===== src/rtl/seven_segment_games.sv =====
// Four button-driven mini-games (counter, dice, higher/lower, binary quiz) on one 7-segment digit.
// Buttons are synchronised, debounced and turned into one-cycle press pulses.
module seven_segment_games #(
    parameter int unsigned DEBOUNCE_CYCLES = 50000
) (
    input  logic       clk,
    input  logic       rst,
    input  logic       ena,
    input  logic [7:0] ui_in,
    input  logic [7:0] uio_in,
    output logic [7:0] uo_out,
    output logic [7:0] uio_out,
    output logic [7:0] uio_oe
);

    localparam int unsigned CNT_W = (DEBOUNCE_CYCLES > 1) ? $clog2(DEBOUNCE_CYCLES) : 1;
    localparam logic [6:0]  SEG_DASH = 7'h40;

    logic [1:0]       sync1, sync2, deb, deb_d, pulse;
    logic [CNT_W-1:0] deb_cnt [2];
    logic [3:0]       rand10;
    logic [2:0]       rand6;

    logic [3:0] cnt_digit, cnt_digit_n;
    logic [2:0] dice_val, dice_val_n;
    logic [3:0] hl_cur, hl_cur_n, hl_score, hl_score_n;
    logic       hl_ok, hl_ok_n, hl_bad, hl_bad_n;
    logic [3:0] qz_t, qz_t_n, qz_score, qz_score_n;
    logic       qz_ok, qz_ok_n, qz_bad, qz_bad_n;
    logic [7:0] uo_out_n, uio_out_n;

    logic       press_a, press_b, hl_win;
    logic [1:0] sel;

    logic unused_inputs;
    assign unused_inputs = &{1'b0, ena, uio_in};

    assign uio_oe  = 8'hFF;
    assign sel     = ui_in[3:2];
    assign press_a = pulse[0] & ~pulse[1];
    assign press_b = pulse[1] & ~pulse[0];

    function automatic logic [6:0] seg7(input logic [3:0] d);
        case (d)
            4'd0:    seg7 = 7'h3F;
            4'd1:    seg7 = 7'h06;
            4'd2:    seg7 = 7'h5B;
            4'd3:    seg7 = 7'h4F;
            4'd4:    seg7 = 7'h66;
            4'd5:    seg7 = 7'h6D;
            4'd6:    seg7 = 7'h7D;
            4'd7:    seg7 = 7'h07;
            4'd8:    seg7 = 7'h7F;
            4'd9:    seg7 = 7'h6F;
            default: seg7 = 7'h00;
        endcase
    endfunction

    function automatic logic [3:0] sat_inc(input logic [3:0] s);
        sat_inc = (s == 4'hF) ? s : s + 4'd1;
    endfunction

    // Button path: 2-FF sync, stability counter, rising-edge pulse
    always_ff @(posedge clk or posedge rst) begin
        if (rst) begin
            sync1   <= '0;
            sync2   <= '0;
            deb     <= '0;
            deb_d   <= '0;
            pulse   <= '0;
            deb_cnt <= '{default: '0};
        end else begin
            sync1 <= ui_in[1:0];
            sync2 <= sync1;
            deb_d <= deb;
            pulse <= deb & ~deb_d;
            for (int i = 0; i < 2; i++) begin
                if (sync2[i] == deb[i]) begin
                    deb_cnt[i] <= '0;
                end else if (deb_cnt[i] == CNT_W'(DEBOUNCE_CYCLES - 1)) begin
                    deb[i]     <= sync2[i];
                    deb_cnt[i] <= '0;
                end else begin
                    deb_cnt[i] <= deb_cnt[i] + CNT_W'(1);
                end
            end
        end
    end

    // Next game state; only the selected game reacts to a press
    always_comb begin
        cnt_digit_n = cnt_digit;
        dice_val_n  = dice_val;
        hl_cur_n    = hl_cur;
        hl_score_n  = hl_score;
        hl_ok_n     = hl_ok;
        hl_bad_n    = hl_bad;
        qz_t_n      = qz_t;
        qz_score_n  = qz_score;
        qz_ok_n     = qz_ok;
        qz_bad_n    = qz_bad;
        hl_win      = (press_a && rand10 > hl_cur) || (press_b && rand10 < hl_cur);

        case (sel)
            2'b00: begin
                if (press_a) cnt_digit_n = (cnt_digit == 4'd9) ? 4'd0 : cnt_digit + 4'd1;
                if (press_b) cnt_digit_n = (cnt_digit == 4'd0) ? 4'd9 : cnt_digit - 4'd1;
            end
            2'b01: begin
                if (press_a) dice_val_n = rand6 + 3'd1;
                if (press_b) dice_val_n = 3'd0;
            end
            2'b10: begin
                if (press_a || press_b) begin
                    hl_cur_n   = rand10;
                    hl_ok_n    = hl_win;
                    hl_bad_n   = ~hl_win;
                    hl_score_n = hl_win ? sat_inc(hl_score) : 4'd0;
                end
            end
            default: begin
                if (press_a) begin
                    if (ui_in[7:4] == qz_t) begin
                        qz_score_n = sat_inc(qz_score);
                        qz_ok_n    = 1'b1;
                        qz_bad_n   = 1'b0;
                        qz_t_n     = rand10;
                    end else begin
                        qz_score_n = 4'd0;
                        qz_ok_n    = 1'b0;
                        qz_bad_n   = 1'b1;
                    end
                end
                if (press_b) begin
                    qz_t_n   = rand10;
                    qz_ok_n  = 1'b0;
                    qz_bad_n = 1'b0;
                end
            end
        endcase

        case (sel)
            2'b00:   uo_out_n = {1'b0, seg7(cnt_digit_n)};
            2'b01:   uo_out_n = {1'b0, (dice_val_n == 3'd0) ? SEG_DASH : seg7({1'b0, dice_val_n})};
            2'b10:   uo_out_n = {hl_ok_n, seg7(hl_cur_n)};
            default: uo_out_n = {qz_ok_n, seg7(qz_t_n)};
        endcase

        case (sel)
            2'b10:   uio_out_n = {hl_bad_n, hl_ok_n, sel, hl_score_n};
            2'b11:   uio_out_n = {qz_bad_n, qz_ok_n, sel, qz_score_n};
            default: uio_out_n = {2'b00, sel, 4'h0};
        endcase
    end

    // Random counters, game state and registered display
    always_ff @(posedge clk or posedge rst) begin
        if (rst) begin
            rand10    <= '0;
            rand6     <= '0;
            cnt_digit <= '0;
            dice_val  <= '0;
            hl_cur    <= '0;
            hl_score  <= '0;
            hl_ok     <= 1'b0;
            hl_bad    <= 1'b0;
            qz_t      <= '0;
            qz_score  <= '0;
            qz_ok     <= 1'b0;
            qz_bad    <= 1'b0;
            uo_out    <= 8'h3F;
            uio_out   <= 8'h00;
        end else begin
            rand10    <= (rand10 == 4'd9) ? 4'd0 : rand10 + 4'd1;
            rand6     <= (rand6 == 3'd5) ? 3'd0 : rand6 + 3'd1;
            cnt_digit <= cnt_digit_n;
            dice_val  <= dice_val_n;
            hl_cur    <= hl_cur_n;
            hl_score  <= hl_score_n;
            hl_ok     <= hl_ok_n;
            hl_bad    <= hl_bad_n;
            qz_t      <= qz_t_n;
            qz_score  <= qz_score_n;
            qz_ok     <= qz_ok_n;
            qz_bad    <= qz_bad_n;
            uo_out    <= uo_out_n;
            uio_out   <= uio_out_n;
        end
    end

endmodule


===== config.mk =====
export PLATFORM = sky130hd
export DESIGN_NAME = seven_segment_games
export DESIGN_NICKNAME = d
export VERILOG_FILES = /design/src/rtl/seven_segment_games.sv
export SDC_FILE = /design/constraint.sdc
export NUM_CORES = 1
export LEC_CHECK = 0
export CORE_UTILIZATION = 50
export DETAILED_ROUTE_END_ITERATION = 8
export PLACE_DENSITY = 0.7
export SLEW_MARGIN = 20
export SYNTH_ARGS = -nofsm -noshare
export SYNTH_HDL_FRONTEND = slang
export SYNTH_SLANG_ARGS = --single-unit

===== constraint.sdc =====
create_clock -name clk -period 3.7 [get_ports clk]
set_input_delay 0.74 -clock clk [delete_from_list [all_inputs] [get_ports clk]]
set_output_delay 0.74 -clock clk [all_outputs]
set_load 0.01 [all_outputs]

==> metrics.md, run 1 <==
| Metric | Value |
|---|---|
| Result of the run | `finished, final reports clean` |
| Area share of the largest cell type after synthesis | `around 41%` |
| Routed Antenna Nets | `0` |
| Die Ht | `~100 um` |
| Prevailing post-synth register cell | `dfrtp_1` |
| Hold path depth | `0` |
| Highest net fanout along the worst path | `12` |
| Crit path required time | `just under 4 ns` |
| Hold EP | `sync2[0]$_DFF_PP0_` |
| Fin crit share | `between 80 and 90%` |
| Routed vias/inst | `~5.4` |
| Htree depth | `3` |
| Synthesis-to-layout area growth | `12.36%` |
| Initial antenna violation count | `0` |
| Area of the multi-input gates | `2716 um^2` |
| Final nets | `between 600 and 700` |
| Setup_tns | `0 ns` |
| Residual DRC | `0` |
| Worst Reg2Reg Path Length in Cells | `11` |
| EDFF count, synth | `0` |
| Placement Cell Area | `approximately 5700 um^2` |
| First-pass GRT wire length | `17840 um` |
| Final Slew Violations | `0` |
| Row count | `37` |
| Number of synthesized register bits | `between 90 and 100` |
| Vias after detailed routing | `just under 4000` |
| Ports | `43` |
| RD Place Congestion | `slightly below 0.9` |
| Worst Hold Launch | `sync1[0]$_DFF_PP0_` |
| Synth area leader | `dfrtp_1` |
| Setup bufs post-CTS | `0` |
| Clk_lat worst skew | `~0.37 ns` |
| Power Dens Cells | `around 310 nW/um^2` |
| Clk sinks | `between 90 and 100` |
| DP Wirelength | `7540 um` |
| Syn avg cell area | `a little under 10 um^2` |
| Number of port buffers | `25` |
| RSZ-0062 raised after global routing | `false` |
| Slew HR | `a little under three fifths` |
| Fill cells | `between 800 and 900` |
| Worst Tran Pin Value | `about 0.65 ns` |
| Synth unique cells | `71` |
| Critical path type | `in -> reg` |
| Minimum clock period | `3.112 ns` |
| Pin count of the biggest net entering global routing | `56` |
| Initial core utilization | `roughly half` |
| Max_cap viols | `0` |
| Sequential fraction of the synthesis area | `43.97%` |
| Initial drt markers | `145` |
| Hold buffers post-CTS | `0` |
| Commonest non-fill, non-tap cell in the layout | `dfrtp_1` |
| Layout cells sized above 1 | `11.13%` |
| FF+latch area | `approximately 2300 um^2` |
| Die Span X | `about 100 um` |
| Mapped Area | `5253 um^2` |
| Post-route cell area | `5902 um^2` |
| Worst-path clk slew | `approximately 0.1 ns` |
| Routed len/inst | `about 14 um` |
| Critical Path End Type | `flip-flop` |
| Total track usage | `approximately a fifth` |
| Maximum vdd drop | `around 170 uV` |
| Ys Warns | `0` |
| RR Startpoint | `pulse[1]$_DFF_PP0_` |
| Total gr overflow | `0` |
| Die area | `10920 um^2` |
| Vias in the first global route | `3820` |
| Post-route setup slack | `0.5880 ns` |
| CP Launch Type | `primary input` |
| F_max | `between 300 and 400 MHz` |
| Top post-synthesis cells by area | `dfrtp_1, ha_1, nor2_1, a21oi_1, xnor2_1` |
| DP Worst Slack | `0.2524 ns` |
| CORE AREA | `between 10000 and 15000 um^2` |
| CTS root buf | `clkbuf_8` |
| Critical Path AT | `3.38 ns` |
| # resized after CTS | `0` |
| Util after Layout | `about 58%` |
| Final WL | `approximately 10000 um` |
| Leakage | `roughly 2.7 nW` |
| CTS tree | `built` |
| Clock Skew | `between 0.01 and 0.015 ns` |
| Commonest cells after routing, fill and taps aside | `dfrtp_1, nor2_1, nand2_1, a21oi_1, ha_1` |
| WHS | `between 0.3 and 0.4 ns` |
| ANT cells | `0` |
| Mapped Cells | `between 500 and 600` |
| Flop-to-flop setup slack | `approximately 0.84 ns` |
| CTS Buffer Depth | `2` |
| Final hold violations | `0` |
| HP Class | `reg -> reg` |
| R2r endpoint | `uo_out[3]$_DFF_PP1_` |
| Finish-stage setup viols | `0` |
| Ys async rst share | `100.0%` |
| CTS Buf Count | `9` |
| DR pass1 iterations | `5` |
==> layer usage <==
| metal | vias to the layer above | track usage [%] | share of wire, % |
|---|---|---|---|
| li1 | 1940 | - | - |
| met1 | 1873 | 25.43 | 45 |
| met2 | 55 | 34.44 | 50 |
| met3 | 16 | 3.885 | 2.4 |
| met4 | 0 | 8.061 | 2.0 |
| met5 | - | 0 | 0 |
==> synth_stat cells (all sizes together), types with 6 or more instances <==
master,count
clkbuf,7
ha,33
nor2,64
dfrtp,86
dfstp,6
nand2b,10
nor2b,7
inv,28
nand4,8
nand3,15
a21oi,36
o21ai,30
mux2i,11
buf,17
xnor2,19
nand2,41
xor2,18
a21o,9
mux2,7
nor3,13
and3,12
==> layout make-up <==
| class | instances | share of cell area (%) |
|---|---|---|
| Tap cell | 136 | 2.883 |
| Clock inverter | 7 | 1.187 |
| Multi-Input combinational cell | 404 | 46.03 |
| Sequential cell | 92 | 39.14 |
| Clock buffer | 9 | 2.099 |
| Inverter | 28 | 1.802 |
| Timing Repair Buffer | 44 | 6.869 |
==> cell families (layout without fill, tap and decap cells) <==
kind of cell | count (synthesis) | after routing | share of synthesized area [%]
buffers and inverters | 52 | 88 | 4.812
DFF | 92 | 92 | 43.97
xor gates and xnor gates | 37 | 37 | 6.170
and+or+nand+nor | 197 | 197 | 18.89
muxes | 19 | 19 | 4.097
adders and majority gates | 33 | 33 | 7.861
other | 1 | 8 | 0.07139
AOI/OAI and AO/OA | 110 | 110 | 14.13
==> through the flow <==
step / instances / total power (W)
6_report: 720 / 0.001854
5_1_grt: 720 / 0.001936
4_1_cts: 720 / 0.001881
3_5_place_dp: 704 / 0.001221
3_3_place_gp: 704 / 0.001217
2_1_floorplan: 548 / 0.001169
==> how the worst max path moves through the flow <==
| stage | from | to | slack, ns |
|---|---|---|---|
| 5_1_grt | ui_in[2] | uo_out[6]$_DFF_PP0_ | 0.39 |
| 6_report | ui_in[2] | uo_out[3]$_DFF_PP1_ | 0.59 |
| 2_1_floorplan | rst | cnt_digit[0]$_DFF_PP0_ | 0.58 |
| 3_5_place_dp | ui_in[2] | uo_out[1]$_DFF_PP1_ | 0.25 |
| 3_3_place_gp | ui_in[2] | uo_out[1]$_DFF_PP1_ | 0.30 |
| 4_1_cts | ui_in[2] | uo_out[1]$_DFF_PP1_ | 0.65 |
==> sequential cells by signal (all words and copies together), names as in the netlist, 3 cells and up <==
register	cells
deb_cnt	32
uio_out	8
uo_out	8
cnt_digit	4
hl_cur	4
hl_score	4
qz_score	4
qz_t	4
rand10	4
dice_val	3
rand6	3
==> critical path: stages <==
cell and delay [ns]:
clkdlybuf4s50_1 0.78, nor4bb_1 0.35, a21oi_1 0.06, o21ai_0 0.24, inv_1 0.12, ha_1 0.25
nor3_1 0.22, a21oi_1 0.07, or2_2 0.29, a32oi_1 0.25
==> report_power, final <==
| group | internal (W) | switching, W | total, W |
|---|---|---|---|
| Combinational | 0.0000663 | 0.0000880 | 0.000154 |
| Clock | 0.000262 | 0.000393 | 0.000655 |
| Sequential | 0.00103 | 0.0000147 | 0.00104 |
| Total | 0.00136 | 0.000496 | 0.00185 |
(Power assumes the default switching activity.)
==> run 2: changes to the inputs <==
- clock period: 3.7 -> 3.1 ns (I/O delays scaled with it)
==> run 2 against run 1 <==
Final area is 3.1% higher. Highest routed layer unchanged. First-iteration DRC count is 21% lower. Clock power is 28% higher. Largest power group unchanged.
==> metrics.md, run 2 (same netlist as run 1, synthesis figures left out) <==
| Metric | Value |
|---|---|
| Result of the run | `finished, final reports clean` |
| Routed Antenna Nets | `0` |
| Top reg by flops | `deb_cnt` |
| DR pass1 iterations | `5` |
| Final WL | `10400 um` |
| Sequential share of power | `54.6%` |
| Util after Layout | `about three fifths` |
| Area of the multi-input gates | `~2700 um^2` |
| Residual DRC | `0` |
| Routed len/inst | `between 10 and 15 um` |
| RSZ-0062 raised after global routing | `false` |
| WHS | `about 0.36 ns` |
| # resized after CTS | `0` |
| Commonest cells after routing, fill and taps aside | `dfrtp_1, nor2_1, nand2_1, buf_4, a21oi_1` |
| RR Startpoint | `pulse[0]$_DFF_PP0_` |
| Worst-path clk slew | `roughly 0.10 ns` |
| Power Dens Cells | `about 380 nW/um^2` |
| Worst Hold Launch | `sync1[0]$_DFF_PP0_` |
| CTS Buf Count | `9` |
| Final Slew Violations | `0` |
| Initial drt markers | `around 120` |
| Pin count of the biggest net entering global routing | `93` |
| RD Place Congestion | `0.9016` |
| Clock share of power | `a little under two fifths` |
| Critical Path End | `uo_out[3]$_DFF_PP1_` |
| Final nets | `between 600 and 700` |
| Critical path type | `in -> reg` |
| Worst Tran Pin Value | `0.5795 ns` |
| FF+latch area | `~2300 um^2` |
| Placement Cell Area | `between 5000 and 6000 um^2` |
| Final hold violations | `0` |
| F_max | `360.8 MHz` |
| Die Span X | `approximately 100 um` |
| Die area | `10920 um^2` |
| CORE AREA | `10230 um^2` |
| Slew HR | `61.24%` |
| Htree depth | `3` |
| ANT cells | `0` |
| Combinational Power Share | `under 10%` |
| Routed vias/inst | `5.364` |
| CP Launch Point | `ui_in[3]` |
| Synthesis-to-layout area growth | `15.84%` |
| Row count | `37` |
| Commonest non-fill, non-tap cell in the layout | `dfrtp_1` |
| Total track usage | `20.82%` |
| Critical Path AT | `3.06 ns` |
| Vias in the first global route | `roughly 3900` |
| Post-route cell area | `around 6000 um^2` |
| Total gr overflow | `0` |
| Clk sinks | `92` |
| Clk_lat worst skew | `~0.36 ns` |
| Largest register FFs | `32` |
| Layout cells sized above 1 | `between 10 and 15%` |
| Clock Skew | `between 0.009 and 0.01 ns` |
| Total net switching power | `between 0.0005 and 0.0006 W` |
| Die Ht | `around 100 um` |
| Ports | `43` |
| Initial core utilization | `roughly half` |
| CTS root buf | `clkbuf_8` |
| Net Sw Frac | `between 20% and 30%` |
| Flop-to-flop setup slack | `~0.42 ns` |
| HP Class | `reg -> reg` |
| Number of placed instances, taps included | `~730` |
| Hold buffers post-CTS | `0` |
| Worst Reg2Reg Path Length in Cells | `13` |
| Biggest registers after layout | `deb_cnt x32, uio_out x8, uo_out x8` |
| Fin crit share | `approximately nine tenths` |
| CTS tree | `built` |
| Finish-stage setup viols | `0` |
| DP Wirelength | `7714 um` |
| Number of port buffers | `25` |
| CP Launch Type | `primary input` |
| Setup_tns | `0 ns` |
| Maximum vdd drop | `222.1 uV` |
| Leakage | `approximately 2.8 nW` |
| Setup bufs post-CTS | `0` |
| Vias after detailed routing | `~4000` |
| R2r endpoint | `uo_out[6]$_DFF_PP0_` |
| CTS Buffer Depth | `2` |
| Fill cells | `roughly 900` |
| Max_cap viols | `0` |
| Post-route insts no fill | `between 700 and 800` |
| First-pass GRT wire length | `18160 um` |
| Initial antenna violation count | `0` |
| Critical Path End Type | `flip-flop` |
| Internal power consumption | `around 0.0017 W` |
| Minimum clock period | `between 2 and 3 ns` |
| Crit path required time | `3.39 ns` |
| Highest net fanout along the worst path | `5` |
-- run 2: changes by cell type in the layout (fill, tap and decap cells not counted), sizes merged --
cell,delta
clkinvlp,+1
bufinv,+1
buf,+21
clkinv,-2
-- run 2: layout make-up --
cell class	instances	area share, %
clock inverters	7	1.357
clock buffers	9	2.036
inverters	28	1.748
repair buffers	65	9.459
multi-input cells	404	44.64
well taps	136	2.797
flip-flops and latches	92	37.96
-- run 2: through the flow --
| step | power [W] | setup WS [ns] |
|---|---|---|
| floorplan | 0.001395 | 0.09797 |
| global placement | 0.001459 | -0.03993 |
| detailed placement | 0.001466 | -0.03957 |
| CTS | 0.002319 | 0.3550 |
| global route | 0.002392 | 0.1553 |
| finish | 0.002282 | 0.3283 |
-- run 2: how the worst min path moves through the flow --
stage                                    end  cells past startpoint
final                     sync2[0]$_DFF_PP0_                      0
after global routing      sync2[0]$_DFF_PP0_                      0
after CTS                 sync2[0]$_DFF_PP0_                      0
after detailed placement  sync2[0]$_DFF_PP0_                      0
after global placement    sync2[0]$_DFF_PP0_                      0
after floorplan           sync2[0]$_DFF_PP0_                      0
-- run 2: metal layers --
layer	vias to the layer above	track usage (%)	wire, um
li1	1977	-	-
met2	51	35.05	5306
met4	0	8.367	153
met5	-	0	0
met3	10	3.634	313
met1	1937	26.52	4627
-- run 2: power groups by stage --
| stage | Sequential (W) | Combinational, W | Clock, W |
|---|---|---|---|
| 2_1_floorplan | 0.00127 | 0.000127 | 0 |
| 3_3_place_gp | 0.00127 | 0.000190 | 0 |
| 3_5_place_dp | 0.00127 | 0.000196 | 0 |
| 4_1_cts | 0.00125 | 0.000197 | 0.000875 |
| 5_1_grt | 0.00125 | 0.000215 | 0.000926 |
| 6_report | 0.00125 | 0.000194 | 0.000841 |
-- run 2: critical path, stage by stage --
cell and delay (ns):
clkdlybuf4s50_1 0.52, buf_4 0.21, or2_0 0.32, a21o_1 0.20, a22oi_1 0.24, ha_1 0.29, nor2b_2 0.15, o21bai_1 0.16
o21ai_0 0.20, a32oi_1 0.15
==> run 3: changes to the inputs <==
- CORE_MARGIN: default -> 3
==> run 3 against run 2 <==
Final area is 0.53% lower. First-iteration DRC count is 94% higher. Sequential power hardly changed. Utilization is 1.1 points higher. Sequential share of layout area is 0.20 points higher. Via count hardly changed. Die area is 7.8% higher. Clock skew is 0.0047 ns higher. Critical path type unchanged.
==> metrics.md, run 3 (same netlist as run 1, synthesis figures left out) <==
| Metric | Value |
|---|---|
| Critical Path End Type | `flip-flop` |
| Net Sw Frac | `between 20% and 30%` |
| Hold buffers post-CTS | `0` |
| Pin count of the biggest net entering global routing | `59` |
| RR Startpoint | `pulse[0]$_DFF_PP0_` |
| Final hold violations | `0` |
| Largest stage delay on the critical path | `about 0.52 ns` |
| Flop-to-flop setup slack | `0.38 ns` |
| Met1 Wirelength | `approximately 4700 um` |
| Placement Cell Area | `between 5000 and 6000 um^2` |
| Routed len/inst | `approximately 14 um` |
| Die Ht | `approximately 110 um` |
| Result of the run | `finished, final reports clean` |
| Slew HR | `about three fifths` |
| Top reg by flops | `deb_cnt` |
| Synthesis-to-layout area growth | `15.22%` |
| CP max-delay cell | `clkdlybuf4s50_1` |
| Clock Skew | `0.01400 ns` |
| Commonest cells after routing, fill and taps aside | `dfrtp_1, nor2_1, nand2_1, a21oi_1, ha_1` |
| Biggest registers after layout | `deb_cnt x32, uio_out x8, uo_out x8` |
| Highest net fanout along the worst path | `5` |
| Vias after detailed routing | `~4000` |
| Number of port buffers | `25` |
| Commonest non-fill, non-tap cell in the layout | `dfrtp_1` |
| Minimum clock period | `2.796 ns` |
| Met3 WL | `slightly below 300 um` |
| WHS | `about 0.36 ns` |
| Routed vias/inst | `5.434` |
| Clock share of power | `between 30% and 40%` |
| CP Launch Point | `ui_in[3]` |
| R2r endpoint | `uo_out[6]$_DFF_PP0_` |
| Leakage | `~2.8 nW` |
| Row count | `36` |
| Post-route cell area | `roughly 6000 um^2` |
| RSZ-0062 raised after global routing | `false` |
| CTS Buf Count | `9` |
| Critical path type | `in -> reg` |
| HP Class | `reg -> reg` |
| Layout cells sized above 1 | `between 10% and 20%` |
| Total track usage | `slightly below 20%` |
| Clk sinks | `a little over 90` |
| CTS tree | `built` |
| Critical Path, Cell by Cell | `clkdlybuf4s50_1 -> buf_4 -> or2_0 -> a21o_1 -> a22oi_1 -> ha_1 -> nor2b_2 -> o21bai_1 -> o21ai_0 -> a32oi_1` |
| CP Launch Type | `primary input` |
| CTS Buffer Depth | `2` |
| Worst-path clk slew | `around 0.090 ns` |
| Worst Tran Pin Value | `slightly above 0.6 ns` |
| Largest register FFs | `32` |
| Vias in the first global route | `4020` |
| Combinational Power Share | `approximately 8%` |
| Power Dens Cells | `approximately 390 nW/um^2` |
| Final nets | `646` |
| Initial core utilization | `between 50% and 60%` |
| Number of placed instances, taps included | `716` |
| Maximum vdd drop | `~250 uV` |
| Final WL | `roughly 10000 um` |
| CTS root buf | `clkbuf_8` |
| Die area | `roughly 12000 um^2` |
| Total net switching power | `~0.00056 W` |
| Clk_lat worst skew | `0.37 ns` |
| CORE AREA | `approximately 10000 um^2` |
| Ports | `43` |
| Die Span X | `between 100 and 150 um` |
| Metal2 WL | `between 5000 and 6000 um` |
| First-pass GRT wire length | `between 15000 and 20000 um` |
| Post-route setup slack | `between 0.3 and 0.4 ns` |
| Fill cells | `870` |
| Crit path required time | `3.37 ns` |
| DP Wirelength | `between 7000 and 8000 um` |
| Post-route insts no fill | `roughly 730` |
| Fin crit share | `around 90%` |
| RD Place Congestion | `around 0.87` |
| Uppermost routed layer | `met4` |
| Internal power consumption | `0.001771 W` |
| Finish-stage setup viols | `0` |
| Critical Path AT | `~3 ns` |
| # resized after CTS | `0` |
| Initial antenna violation count | `0` |
| Final Slew Violations | `0` |
| Setup bufs post-CTS | `0` |
| ANT cells | `0` |
| Initial drt markers | `approximately 220` |
| Max_cap viols | `0` |
| DP Worst Slack | `-0.07900 ns` |
| Total gr overflow | `0` |
| Htree depth | `3` |
| Sequential share of power | `between 50% and 60%` |
| Worst Reg2Reg Path Length in Cells | `13` |
| Critical Path End | `uo_out[3]$_DFF_PP1_` |
| DR pass1 iterations | `4` |
| Residual DRC | `0` |
| Routed Antenna Nets | `0` |
| F_max | `around 360 MHz` |
==> run 3: changes by cell type in the layout (fill, tap and decap cells not counted), sizes merged <==
| cell | delta |
|---|---|
| buf | -6 |
| bufinv | +1 |
| clkinv | +2 |
| clkinvlp | -1 |
| inv | -2 |
==> run 3: area by class of cell <==
cell class / count / area, um^2 / share of cell area (%)
clock buffer: 9 / 123.9 / 2.047
clock inverter: 7 / 98.84 / 1.633
inverter: 28 / 106.4 / 1.757
multi-input combinational: 404 / 2716 / 44.88
sequential: 92 / 2310 / 38.16
tap: 133 / 166.4 / 2.750
timing repair buffer: 59 / 530.5 / 8.766
==> run 3: metal layers <==
| layer | track usage [%] | up-vias |
|---|---|---|
| li1 | - | 1964 |
| met5 | 0 | - |
| met1 | 25.05 | 1947 |
| met2 | 32.44 | 50 |
| met3 | 2.925 | 17 |
| met4 | 8.566 | 0 |
==> run 3: worst min path at each step <==
stage	from	to	slack, ns	depth (start not counted)
2_1_floorplan	sync1[0]$_DFF_PP0_	sync2[0]$_DFF_PP0_	0.33	0
3_3_place_gp	sync1[0]$_DFF_PP0_	sync2[0]$_DFF_PP0_	0.33	0
3_5_place_dp	sync1[1]$_DFF_PP0_	sync2[1]$_DFF_PP0_	0.34	0
4_1_cts	sync1[1]$_DFF_PP0_	sync2[1]$_DFF_PP0_	0.36	0
5_1_grt	sync1[1]$_DFF_PP0_	sync2[1]$_DFF_PP0_	0.37	0
6_report	sync1[1]$_DFF_PP0_	sync2[1]$_DFF_PP0_	0.36	0
==> run 3: stage by stage <==
stage	total power, W	util [%]	setup TNS [ns]
floorplan	0.001395	-	0
detailed placement	0.001464	58.30	-0.1861
CTS	0.002364	60.52	0
global placement	0.001458	58.30	-0.04202
global route	0.002440	60.52	0
finish	0.002333	60.52	0
==> run 3: worst max-delay path, delay by kind of cell <==
family	cells	cell delay (ns)
AND/OR/NAND/NOR	2	0.48
adder cells (fa/ha/maj)	1	0.29
AO/OA/AOI/OAI	5	0.94
buffers and inverters	2	0.73
==> run 3: power by group through the flow <==
stage / registers, W / logic (W) / clock network [W]
final: 0.00125 / 0.000191 / 0.000895
after global routing: 0.00125 / 0.000214 / 0.000975
after CTS: 0.00125 / 0.000194 / 0.000922
after detailed placement: 0.00127 / 0.000193 / 0
after global placement: 0.00127 / 0.000189 / 0
after floorplan: 0.00127 / 0.000127 / 0
